$ cat src/rtl/im_arb_pkg.sv
// Shared types and defaults for the instruction-SRAM port arbiter.
package im_arb_pkg;

    localparam int unsigned MAX_WAIT_DEFAULT = 4;
    localparam int unsigned AW_DEFAULT       = 16;
    localparam int unsigned DW_DEFAULT       = 32;
    localparam int unsigned STRB_W           = 4;

    typedef enum logic [0:0] {
        ARB  = 1'b0,
        LOCK = 1'b1
    } arb_state_e;

    typedef struct packed {
        logic [AW_DEFAULT-1:0] pc;
        logic [DW_DEFAULT-1:0] data;
    } fetch_rsp_t;

endpackage

$ cat src/rtl/im_port_arbiter_if.sv
// Fetch, aux and SRAM-side signals of the IM port arbiter.
interface im_port_arbiter_if #(
    parameter int unsigned AW = 16,
    parameter int unsigned DW = 32
) ();
    import im_arb_pkg::*;

    logic              fetch_req_valid;
    logic [AW-1:0]     fetch_req_addr;
    logic              fetch_req_ready;
    logic              fetch_rsp_valid;
    logic [AW-1:0]     fetch_rsp_pc;
    logic [DW-1:0]     fetch_rsp_data;
    logic              fetch_rsp_ready;
    logic              flush;

    logic              aux_req_valid;
    logic              aux_req_we;
    logic [AW-1:0]     aux_req_addr;
    logic [DW-1:0]     aux_req_wdata;
    logic [STRB_W-1:0] aux_req_wstrb;
    logic              aux_req_lock;
    logic              aux_req_ready;
    logic              aux_rsp_valid;
    logic [DW-1:0]     aux_rsp_data;

    logic              im_en;
    logic              im_we;
    logic [AW-1:0]     im_addr;
    logic [DW-1:0]     im_wdata;
    logic [STRB_W-1:0] im_wstrb;
    logic [DW-1:0]     im_rdata;

    modport slave (
        input  fetch_req_valid, fetch_req_addr, fetch_rsp_ready, flush,
        input  aux_req_valid, aux_req_we, aux_req_addr, aux_req_wdata, aux_req_wstrb, aux_req_lock,
        input  im_rdata,
        output fetch_req_ready, fetch_rsp_valid, fetch_rsp_pc, fetch_rsp_data,
        output aux_req_ready, aux_rsp_valid, aux_rsp_data,
        output im_en, im_we, im_addr, im_wdata, im_wstrb
    );

    modport master (
        output fetch_req_valid, fetch_req_addr, fetch_rsp_ready, flush,
        output aux_req_valid, aux_req_we, aux_req_addr, aux_req_wdata, aux_req_wstrb, aux_req_lock,
        output im_rdata,
        input  fetch_req_ready, fetch_rsp_valid, fetch_rsp_pc, fetch_rsp_data,
        input  aux_req_ready, aux_rsp_valid, aux_rsp_data,
        input  im_en, im_we, im_addr, im_wdata, im_wstrb
    );

endinterface

$ cat src/rtl/im_fetch_rsp_fifo.sv
// Two-entry fetch response FIFO; an incoming word bypasses straight to the
// output when the FIFO is empty.
module im_fetch_rsp_fifo
    import im_arb_pkg::*;
#(
    parameter type entry_t = fetch_rsp_t
) (
    input  logic       clk,
    input  logic       rst,
    input  logic       clear,
    input  logic       in_valid,
    input  entry_t     in_data,
    output logic       out_valid,
    output entry_t     out_data,
    input  logic       out_ready,
    output logic [1:0] count
);

    entry_t     mem [2];
    logic       rd_ptr;
    logic       wr_ptr;
    logic       empty;
    logic       push;
    logic       pop_mem;

    // A bypassed word consumed in the same cycle never touches storage.
    always_comb begin
        empty     = (count == 2'd0);
        out_valid = !clear && (!empty || in_valid);
        out_data  = empty ? in_data : mem[rd_ptr];
        push      = in_valid && !clear && !(empty && out_ready);
        pop_mem   = out_valid && out_ready && !empty;
    end

    always_ff @(posedge clk) begin
        if (rst || clear) begin
            count  <= 2'd0;
            rd_ptr <= 1'b0;
            wr_ptr <= 1'b0;
        end else begin
            if (push) begin
                mem[wr_ptr] <= in_data;
                wr_ptr      <= !wr_ptr;
            end
            if (pop_mem) begin
                rd_ptr <= !rd_ptr;
            end
            count <= count + 2'(push) - 2'(pop_mem);
        end
    end

endmodule

$ cat src/rtl/im_port_arbiter.sv
// Shares the single-port instruction SRAM between the fetch stage and an
// auxiliary read/write master with starvation guard and locked bursts.
module im_port_arbiter
    import im_arb_pkg::*;
#(
    parameter int unsigned MAX_WAIT = MAX_WAIT_DEFAULT,
    parameter int unsigned AW       = AW_DEFAULT,
    parameter int unsigned DW       = DW_DEFAULT
) (
    input logic              clk,
    input logic              rst,
    im_port_arbiter_if.slave bus
);

    localparam int unsigned CNT_W = $clog2(MAX_WAIT + 1);
    localparam int unsigned OCC_W = 2;

    typedef struct packed {
        logic [AW-1:0] pc;
        logic [DW-1:0] data;
    } rsp_entry_t;

    arb_state_e       state;
    logic [CNT_W-1:0] starve_cnt;
    logic             fetch_inflight;
    logic [AW-1:0]    inflight_pc;
    logic             aux_inflight;

    rsp_entry_t       fifo_in;
    rsp_entry_t       fifo_out;
    logic             fifo_out_valid;
    logic [1:0]       fifo_count;

    logic             live;
    logic             fetch_pop;
    logic [OCC_W-1:0] occ;
    logic             credit_ok;
    logic             fetch_can;
    logic             aux_win;
    logic             aux_gnt;
    logic             fetch_gnt;

    // Flush and reset both drop every fetch response still owed to decode.
    im_fetch_rsp_fifo #(.entry_t(rsp_entry_t)) u_fifo (
        .clk       (clk),
        .rst       (rst),
        .clear     (bus.flush || rst),
        .in_valid  (fetch_inflight),
        .in_data   (fifo_in),
        .out_valid (fifo_out_valid),
        .out_data  (fifo_out),
        .out_ready (bus.fetch_rsp_ready),
        .count     (fifo_count)
    );

    // Same-cycle grant; a flush zeroes the occupancy seen by the credit check.
    always_comb begin
        fifo_in   = '{pc: inflight_pc, data: bus.im_rdata};
        live      = !rst;
        fetch_pop = fifo_out_valid && bus.fetch_rsp_ready;
        occ       = OCC_W'(fetch_inflight) + fifo_count;
        credit_ok = bus.flush || ((occ - OCC_W'(fetch_pop)) <= OCC_W'(1));
        fetch_can = live && (state == ARB) && bus.fetch_req_valid && credit_ok;
        aux_win   = bus.aux_req_valid && (!fetch_can || (starve_cnt == CNT_W'(MAX_WAIT)));
        aux_gnt   = live && aux_win;
        fetch_gnt = fetch_can && !aux_win;
    end

    assign bus.fetch_req_ready = fetch_gnt;
    assign bus.aux_req_ready   = aux_gnt;
    assign bus.im_en           = fetch_gnt || aux_gnt;
    assign bus.im_we           = aux_gnt && bus.aux_req_we;
    assign bus.im_addr         = fetch_gnt ? bus.fetch_req_addr :
                                 aux_gnt   ? bus.aux_req_addr   : '0;
    assign bus.im_wdata        = bus.im_we ? bus.aux_req_wdata : '0;
    assign bus.im_wstrb        = bus.im_we ? bus.aux_req_wstrb : '0;

    assign bus.fetch_rsp_valid = fifo_out_valid;
    assign bus.fetch_rsp_pc    = fifo_out_valid ? fifo_out.pc   : '0;
    assign bus.fetch_rsp_data  = fifo_out_valid ? fifo_out.data : '0;
    assign bus.aux_rsp_valid   = live && aux_inflight;
    assign bus.aux_rsp_data    = bus.aux_rsp_valid ? bus.im_rdata : '0;

    always_ff @(posedge clk) begin
        if (rst) begin
            state          <= ARB;
            starve_cnt     <= '0;
            fetch_inflight <= 1'b0;
            inflight_pc    <= '0;
            aux_inflight   <= 1'b0;
        end else begin
            fetch_inflight <= fetch_gnt;
            if (fetch_gnt) begin
                inflight_pc <= bus.fetch_req_addr;
            end
            aux_inflight <= aux_gnt && !bus.aux_req_we;

            if (aux_gnt || !bus.aux_req_valid) begin
                starve_cnt <= '0;
            end else if (starve_cnt != CNT_W'(MAX_WAIT)) begin
                starve_cnt <= starve_cnt + CNT_W'(1);
            end

            // The cycle that releases the lock is itself still a LOCK cycle.
            if (state == ARB) begin
                if (aux_gnt && bus.aux_req_lock) begin
                    state <= LOCK;
                end
            end else if (!bus.aux_req_valid || !bus.aux_req_lock) begin
                state <= ARB;
            end
        end
    end

endmodule

$ cat src/flat_wrapper.sv
// flat-port wrapper written by rule: the top's interface ports become plain ports
module im_port_arbiter_flat import im_arb_pkg::*;
#(
    parameter int unsigned MAX_WAIT = MAX_WAIT_DEFAULT,
    parameter int unsigned AW       = AW_DEFAULT,
    parameter int unsigned DW       = DW_DEFAULT
)
  (clk, rst, bus_fetch_req_valid, bus_fetch_req_addr, bus_fetch_rsp_ready, bus_flush, bus_aux_req_valid, bus_aux_req_we, bus_aux_req_addr, bus_aux_req_wdata, bus_aux_req_wstrb, bus_aux_req_lock, bus_im_rdata, bus_fetch_req_ready, bus_fetch_rsp_valid, bus_fetch_rsp_pc, bus_fetch_rsp_data, bus_aux_req_ready, bus_aux_rsp_valid, bus_aux_rsp_data, bus_im_en, bus_im_we, bus_im_addr, bus_im_wdata, bus_im_wstrb);
  im_port_arbiter_if #(.AW(AW), .DW(DW)) bus_i ();
  input logic clk;
  input logic rst;
  input wire logic [$bits(bus_i.fetch_req_valid)-1:0] bus_fetch_req_valid;
  input wire logic [$bits(bus_i.fetch_req_addr)-1:0] bus_fetch_req_addr;
  input wire logic [$bits(bus_i.fetch_rsp_ready)-1:0] bus_fetch_rsp_ready;
  input wire logic [$bits(bus_i.flush)-1:0] bus_flush;
  input wire logic [$bits(bus_i.aux_req_valid)-1:0] bus_aux_req_valid;
  input wire logic [$bits(bus_i.aux_req_we)-1:0] bus_aux_req_we;
  input wire logic [$bits(bus_i.aux_req_addr)-1:0] bus_aux_req_addr;
  input wire logic [$bits(bus_i.aux_req_wdata)-1:0] bus_aux_req_wdata;
  input wire logic [$bits(bus_i.aux_req_wstrb)-1:0] bus_aux_req_wstrb;
  input wire logic [$bits(bus_i.aux_req_lock)-1:0] bus_aux_req_lock;
  input wire logic [$bits(bus_i.im_rdata)-1:0] bus_im_rdata;
  output wire logic [$bits(bus_i.fetch_req_ready)-1:0] bus_fetch_req_ready;
  output wire logic [$bits(bus_i.fetch_rsp_valid)-1:0] bus_fetch_rsp_valid;
  output wire logic [$bits(bus_i.fetch_rsp_pc)-1:0] bus_fetch_rsp_pc;
  output wire logic [$bits(bus_i.fetch_rsp_data)-1:0] bus_fetch_rsp_data;
  output wire logic [$bits(bus_i.aux_req_ready)-1:0] bus_aux_req_ready;
  output wire logic [$bits(bus_i.aux_rsp_valid)-1:0] bus_aux_rsp_valid;
  output wire logic [$bits(bus_i.aux_rsp_data)-1:0] bus_aux_rsp_data;
  output wire logic [$bits(bus_i.im_en)-1:0] bus_im_en;
  output wire logic [$bits(bus_i.im_we)-1:0] bus_im_we;
  output wire logic [$bits(bus_i.im_addr)-1:0] bus_im_addr;
  output wire logic [$bits(bus_i.im_wdata)-1:0] bus_im_wdata;
  output wire logic [$bits(bus_i.im_wstrb)-1:0] bus_im_wstrb;
  assign bus_i.fetch_req_valid = bus_fetch_req_valid;
  assign bus_i.fetch_req_addr = bus_fetch_req_addr;
  assign bus_i.fetch_rsp_ready = bus_fetch_rsp_ready;
  assign bus_i.flush = bus_flush;
  assign bus_i.aux_req_valid = bus_aux_req_valid;
  assign bus_i.aux_req_we = bus_aux_req_we;
  assign bus_i.aux_req_addr = bus_aux_req_addr;
  assign bus_i.aux_req_wdata = bus_aux_req_wdata;
  assign bus_i.aux_req_wstrb = bus_aux_req_wstrb;
  assign bus_i.aux_req_lock = bus_aux_req_lock;
  assign bus_i.im_rdata = bus_im_rdata;
  assign bus_fetch_req_ready = bus_i.fetch_req_ready;
  assign bus_fetch_rsp_valid = bus_i.fetch_rsp_valid;
  assign bus_fetch_rsp_pc = bus_i.fetch_rsp_pc;
  assign bus_fetch_rsp_data = bus_i.fetch_rsp_data;
  assign bus_aux_req_ready = bus_i.aux_req_ready;
  assign bus_aux_rsp_valid = bus_i.aux_rsp_valid;
  assign bus_aux_rsp_data = bus_i.aux_rsp_data;
  assign bus_im_en = bus_i.im_en;
  assign bus_im_we = bus_i.im_we;
  assign bus_im_addr = bus_i.im_addr;
  assign bus_im_wdata = bus_i.im_wdata;
  assign bus_im_wstrb = bus_i.im_wstrb;
  im_port_arbiter #(.MAX_WAIT(MAX_WAIT), .AW(AW), .DW(DW)) u_core (.clk(clk), .rst(rst), .bus(bus_i));
endmodule
$ cat config.mk
export PLATFORM = sky130hd
export DESIGN_NAME = im_port_arbiter_flat
export DESIGN_NICKNAME = d
export VERILOG_FILES = /design/src/rtl/im_arb_pkg.sv /design/src/rtl/im_port_arbiter_if.sv /design/src/rtl/im_fetch_rsp_fifo.sv /design/src/rtl/im_port_arbiter.sv /design/src/flat_wrapper.sv
export SDC_FILE = /design/constraint.sdc
export NUM_CORES = 1
export LEC_CHECK = 0
export ABC_AREA = 1
export BUFFER_PORTS_ARGS = -buffer_cell sky130_fd_sc_hd__buf_2
export CAP_MARGIN = 5
export CORE_MARGIN = 4
export CORE_UTILIZATION = 49
export DETAILED_ROUTE_END_ITERATION = 6
export PLACE_DENSITY = 0.81
export SYNTH_ARGS = -nofsm -noshare
export SYNTH_HDL_FRONTEND = slang
export SYNTH_SLANG_ARGS = --single-unit
$ cat constraint.sdc
create_clock -name clk -period 4.55 [get_ports clk]
set_clock_uncertainty 0.1 [all_clocks]
set_input_delay 0.2275 -clock clk [delete_from_list [all_inputs] [get_ports clk]]
set_output_delay 0.2275 -clock clk [all_outputs]
set_load 0.05 [all_outputs]
Word level (Yosys, flattened, before mapping). Memory sizes are Yosys's and may differ from the RTL's. A register that Yosys moved wholly into a read port is not among the register bits. Index checks and enable logic that the tools add are counted.

$add $sub $neg: 5. Order comparisons: 1. Eq/ne operators: 2. Muxes and demuxes: 16. Bitwise operators: 1. Reduce and logical (&&, ||, !) cells: 37.

Operators by type and width (number): $mux 32 (3); $mux 16 (3); $mux 48 (1); $logic_and 1x1->1 (16); $logic_not 1->1 (11); $logic_or 1x1->1 (8); $mux 1 (8); $mux 4 (1); $sub 2x1->2 (2); $add 3x1->3 const B (1); $eq 3x3->1 const B (1); $ne 3x3->1 const B (1); $add 1x2->2 (1); $add 2x1->2 (1); $le 2x1->1 const B (1); $logic_not 2->1 (1); $reduce_or 2->1 (1); $not 1->1 (1).

Bits in registers: 26. RAM bits: 96. Input bits: 108. Output and inout bits: 138. Word-level logic and storage cells: 71. Memories: 1.

Memories: u_core.u_fifo.mem (words 2, width 48, rd ports 1, clocked after memory_dff 1, write ports 1, RTL line im_fetch_rsp_fifo.sv:19) `entry_t mem [2];`.

Depth between registers and ports, before layout.
Word-level depth: 16. Mapped depth: 16. Gate-level depth less buffers: 14.

Cells and area by module. Synthesis repeated with hierarchy kept, for this count alone.

Cell total of the unflattened synthesis: 799. Area total of the unflattened synthesis: 6414.9 sq um.

Modules (own cells, without submodules): im_fetch_rsp_fifo (instances 1, cells each 397, area an instance 4286.6 sq um, seq. area each 2982.9 sq um); im_port_arbiter (instances 1, cells each 402, area an instance 2128.3 sq um, seq. area each 440.4 sq um).

Worst setup path before layout. OpenSTA, ideal clock, no wires.

Path type: reg2out. Start point: register u_core.u_fifo.count[1]. End point: output bus_im_addr[0]. Arrival: 3.203 ns. Data required time: 4.223 ns. Setup slack: 1.020 ns. Stages on the path, launching flop included: 15. Buffers on the path: 2. Path through: dfxtp_1 > nor2_2 > nor2_2 > nor2_1 > buf_2 > nor2_1 > ha_1 > nor2_1 > inv_1 > nand2_1 > nand3_4 > nand3_2 > nand2_1 > buf_2 > o21ai_0.

Word-level cells in the longest chain between the ends: 15. Elaborated cells between the ends (all ways): 18. Those cells by class: add/sub (2); order compare (1); mux (2); reduce/logical (13).

RTL lines: start, declared (RTL line im_fetch_rsp_fifo.sv:16) `output logic [1:0] count`; start signal, assigned (RTL line im_fetch_rsp_fifo.sv:48) `count <= count + 2'(push) - 2'(pop_mem);`; $logic_not 2->1 (RTL line im_fetch_rsp_fifo.sv:28) `empty = (count == 2'd0);`; $logic_not 1->1 (RTL line im_fetch_rsp_fifo.sv:29) `out_valid = !clear && (!empty || in_valid);`; $logic_or 1x1->1 (RTL line im_fetch_rsp_fifo.sv:29); $logic_and 1x1->1 (RTL line im_fetch_rsp_fifo.sv:29); $logic_and 1x1->1 (RTL line im_port_arbiter.sv:60) `fetch_pop = fifo_out_valid && bus.fetch_rsp_ready;`; $sub 2x1->2 * (RTL line im_port_arbiter.sv:62) `credit_ok = bus.flush || ((occ - OCC_W'(fetch_pop)) <= OCC_W'(1));`; $le 2x1->1 * (RTL line im_port_arbiter.sv:62); $logic_or 1x1->1 * (RTL line im_port_arbiter.sv:62); $logic_and 1x1->1 * (RTL line im_port_arbiter.sv:63) `fetch_can = live && (state == ARB) && bus.fetch_req_valid && credit_ok;`; $logic_not 1->1 (RTL line im_port_arbiter.sv:64) `aux_win = bus.aux_req_valid && (!fetch_can || (starve_cnt == CNT_W'(MAX_WAIT)));`; $logic_or 1x1->1 (RTL line im_port_arbiter.sv:64); $logic_and 1x1->1 (RTL line im_port_arbiter.sv:64); $logic_and 1x1->1 / $logic_not 1->1 (equally long branches) (RTL line im_port_arbiter.sv:65, im_port_arbiter.sv:66); $mux 16 / $logic_and 1x1->1 (equally long branches) (RTL line im_port_arbiter.sv:74, im_port_arbiter.sv:66); $mux 16 * (RTL line im_port_arbiter.sv:73) `assign bus.im_addr = fetch_gnt ? bus.fetch_req_addr :`; end, declared (RTL line flat_wrapper.sv:32) `output wire logic [$bits(bus_i.im_addr)-1:0] bus_im_addr;`.

Every way passes the cells marked *; elsewhere a longest branch is shown, timed or not.

Worst setup path in the final report.
Start point: register u_core.u_fifo.count[1]. End point: output bus_im_wdata[20].

Word-level cells in the longest chain between the ends: 15. Elaborated cells between the ends (all ways): 16. Those cells by class: add/sub (2); order compare (1); mux (1); reduce/logical (12).

RTL lines: $logic_not 2->1 (RTL line im_fetch_rsp_fifo.sv:28); $logic_not 1->1 (RTL line im_fetch_rsp_fifo.sv:29); $logic_or 1x1->1 (RTL line im_fetch_rsp_fifo.sv:29); $logic_and 1x1->1 (RTL line im_fetch_rsp_fifo.sv:29); $logic_and 1x1->1 (RTL line im_port_arbiter.sv:60); $sub 2x1->2 * (RTL line im_port_arbiter.sv:62); $le 2x1->1 * (RTL line im_port_arbiter.sv:62); $logic_or 1x1->1 * (RTL line im_port_arbiter.sv:62); $logic_and 1x1->1 * (RTL line im_port_arbiter.sv:63); $logic_not 1->1 * (RTL line im_port_arbiter.sv:64); $logic_or 1x1->1 * (RTL line im_port_arbiter.sv:64); $logic_and 1x1->1 * (RTL line im_port_arbiter.sv:64); $logic_and 1x1->1 * (RTL line im_port_arbiter.sv:65) `aux_gnt = live && aux_win;`; $logic_and 1x1->1 * (RTL line im_port_arbiter.sv:72) `assign bus.im_we = aux_gnt && bus.aux_req_we;`; $mux 32 * (RTL line im_port_arbiter.sv:75) `assign bus.im_wdata = bus.im_we ? bus.aux_req_wdata : '0;`; end, declared (RTL line flat_wrapper.sv:33) `output wire logic [$bits(bus_i.im_wdata)-1:0] bus_im_wdata;`.

Marks and branches as above.

==> results.json <==
{
  "clk-insertion-delay-late_ns": 0.40,
  "number_of_cells_on_the_worst_reg_to_reg_path": 10,
  "slew_headroom": 0.285,
  "crit_family": "simple AND/OR/NAND/NOR gates",
  "post_cts.repair.setup_buffers": 0,
  "route.antenna.remaining_nets": 0,
  "worstSetupEndpointType": "primary output",
  "met2RoutedLength_mm": 8.61,
  "fill_cells": 905,
  "final_util": 0.690,
  "critical_path_cell_count": 14,
  "avgSynthCellArea_um2": 9.06,
  "cts_buffer_depth": 2,
  "critPathMaxStageDelay_ns": 0.48,
  "wirelength_met1_mm": 6.41,
  "setup_tns_ns": 0,
  "drt_first_iter_violations": 325,
  "design.die.area_um2": 14100,
  "first_global_vias": 5319,
  "start_kind": "register",
  "grt.overflow.total": 0,
  "numClockSinks": 123,
  "numCtsBuffers": 17,
  "crit_fanout": 37,
  "route.detailed.wl_per_inst_um": 15.6,
  "detailedRoute.firstPassIterationCount": 5,
  "route.vias.total": 5453,
  "data_required_time_at_the_worst_endpoint_ns": 4.22,
  "hold-path-cell-count": 3,
  "post-route-cell-area_um2": 8280,
  "timing.setup.critical_path_class": "register to primary output",
  "timing_max_transition_violations_final": 0,
  "rsz0062_at_grt": "no",
  "synth-seq-cells": 123,
  "buffer_ports.inserted": 245,
  "cts_hold_repair.buffers": 34,
  "first_pass_grt_wire_length_mm": 26.6,
  "dp.cells": 1022,
  "worstMarginPinSlew_ns": 1.07,
  "power_leakage_nw": 4.12,
  "wl_met3_mm": 1.30,
  "layoutNonFillerInstCount": 1088,
  "layout_commonest_cell": "sky130_fd_sc_hd__buf_2",
  "antenna_cells_inserted": 0,
  "vdd.ir_drop.worst_mv": 0.183,
  "h-tree-depth": 4,
  "antenna_found_initial": 0,
  "yosys_warnings": 0,
  "area.growth.synth_to_final_pct": 37.7,
  "cts.root.buffer_cell": "sky130_fd_sc_hd__clkbuf_16",
  "critical-path-slowest-cell": "sky130_fd_sc_hd__nand3_2",
  "design.core.area_um2": 12000,
  "final_min_period_over_clock_period": 0.803,
  "post_drt_via_cell_ratio": 5.01,
  "yosys.cell_types.count": 24,
  "p_total_mw": 2.94,
  "fmax_mhz": 274,
  "wirelength_mm": 17.0,
  "synth_nets": 777,
  "sequential_element_share_of_the_synthesized_area": 0.569,
  "total_count_of_hold_check_failures_in_the_final_report": 0,
  "remaining_drc_errors": 0,
  "power.density_cell_area_nw_per_um2": 354,
  "path_buf_inv": 3,
  "mapped_cell_area_um2": 6020,
  "finish.net_count": 1041,
  "min_path_type": "input port to register",
  "combined_area_of_the_multi_input_logic_cells_um2": 1840,
  "grt_max_degree": 97,
  "gp_congestion": 0.894,
  "clk_pin_slew_worst_paths_ns": 0.06,
  "critical-path-top-cell-by-count": "sky130_fd_sc_hd__nor2_1",
  "chipHeight_um": 119,
  "postCtsResizedCells": 0,
  "placement.cell_area_um2": 7310,
  "timing.max_cap.violations": 0,
  "worst_ep_arrival_time_ns": 3.33,
  "boundaryPins": 246,
  "run_status": "finished, final reports clean",
  "most_frequent_cells_in_the_layout": "sky130_fd_sc_hd__buf_2 (245), sky130_fd_sc_hd__inv_1 (158), sky130_fd_sc_hd__nor2_1 (144)",
  "syn-instance-count": 664,
  "track_usage": 0.238,
  "dieWidth_um": 119,
  "cp_cell_sequence": "nor2_4, nor2_2, buf_4, nor2_4, nor2_1, ha_1, nor2_1, inv_1, nand2_1, nand3_4, nand3_2, nand3_2, nor2_1, buf_2",
  "placementRows": 40,
  "share_of_final_layout_standard_cells_stronger_than_drive_strength_1": 0.312,
  "cts_tree": "done",
  "hpwl_mm": 11.8,
  "seq_area_um2": 3430,
  "time_the_worst_path_needs_with_i_o_delays_and_setup_ns": 3.65,
  "maxUsedRoutingLayer": "met4",
  "finalSetupViolCount": 0,
  "starting_density_of_the_core": 0.501
}
[final timing paths]
| kind | slack [ns] | startpoint | to |
|---|---|---|---|
| hold reg to reg | 0.35 | u_core.starve_cnt[0] | u_core.starve_cnt[0] |
| setup / recovery | 0.90 | u_core.u_fifo.count[1] | bus_im_wdata[20] |
| hold / removal | 0.04 | bus_fetch_req_addr[11] | u_core.inflight_pc[11] |
| setup reg to reg | 1.78 | u_core.u_fifo.count[1] | u_core.u_fifo.count[1] |
[synth_stat cells, drive strengths merged]
| cell | n | share of area |
|---|---|---|
| nor3 | 6 | 0.0050 |
| nand3 | 5 | 0.010 |
| buf | 17 | 0.016 |
| nor3b | 1 | 0.0031 |
| a21oi | 30 | 0.025 |
| ha | 5 | 0.010 |
| or2 | 1 | 0.0010 |
| xor2 | 1 | 0.0015 |
| clkbuf | 22 | 0.014 |
| nor2 | 148 | 0.093 |
| nand4 | 17 | 0.018 |
| nand2 | 31 | 0.019 |
| inv | 159 | 0.099 |
| edfxtp | 96 | 0.48 |
| a211oi | 80 | 0.10 |
| o21ai | 16 | 0.013 |
| dfxtp | 27 | 0.090 |
| xnor2 | 2 | 0.0029 |
[worst reg2reg max path, cell delays in order (launching register included)]
cell                      delay (ns)
sky130_fd_sc_hd__dfxtp_1        0.37
sky130_fd_sc_hd__nor2_4         0.14
sky130_fd_sc_hd__buf_4          0.60
sky130_fd_sc_hd__a21oi_1        0.33
sky130_fd_sc_hd__inv_1          0.18
sky130_fd_sc_hd__ha_1           0.25
sky130_fd_sc_hd__inv_1          0.06
sky130_fd_sc_hd__ha_1           0.16
sky130_fd_sc_hd__xnor2_1        0.09
sky130_fd_sc_hd__or2_2          0.29
sky130_fd_sc_hd__a21oi_1        0.14
[through the flow]
| step | setup WS (ns) | hold slack [ns] |
|---|---|---|
| after floorplan | 1.02 | 0.200 |
| after global placement | 1.04 | 0.331 |
| after detailed placement | 0.979 | 0.332 |
| after CTS | 0.869 | 0.0259 |
| after global routing | 0.544 | 0.0447 |
| final | 0.896 | 0.0445 |
[cell families after synthesis]
| kind of cell | after synthesis | share of synthesized area |
|---|---|---|
| AOI/OAI and AO/OA | 126 | 0.138 |
| and+or+nand+nor | 209 | 0.149 |
| xor gates and xnor gates | 3 | 0.00437 |
| adders and majority gates | 5 | 0.0104 |
| buffers and inverters | 198 | 0.129 |
| DFF | 123 | 0.569 |
[flip-flops by register name, summed over array words and instances, names as in the netlist, named ones only]
register	cells
u_core.u_fifo.mem	96
u_core.inflight_pc	16
u_core.starve_cnt	3
u_core.u_fifo.count	2
u_core.aux_inflight	1
u_core.fetch_inflight	1
u_core.state	1
u_core.u_fifo.rd_ptr	1
u_core.u_fifo.wr_ptr	1
[where the power goes]
group / leakage [nW] / total (mW) / switching, mW / internal, mW
clock network: 0.302 / 1.39 / 0.482 / 0.905
logic: 2.69 / 0.317 / 0.219 / 0.0977
registers: 1.12 / 1.23 / 0.00961 / 1.22
total: 4.12 / 2.94 / 0.710 / 2.23
[metal layers]
layer	track usage	up-vias
met1	0.263	2452
met4	0.114	0
met3	0.0655	41
met2	0.424	251
met5	0	-
li1	-	2709
[layout make-up]
cell class | instances | area share
clock buffer | 21 | 0.0607
clock inverter | 11 | 0.0159
inverter | 159 | 0.0720
multi-input combinational | 343 | 0.222
sequential | 123 | 0.414
tap | 147 | 0.0222
timing repair buffer | 284 | 0.194
(Power assumes the default switching activity.)
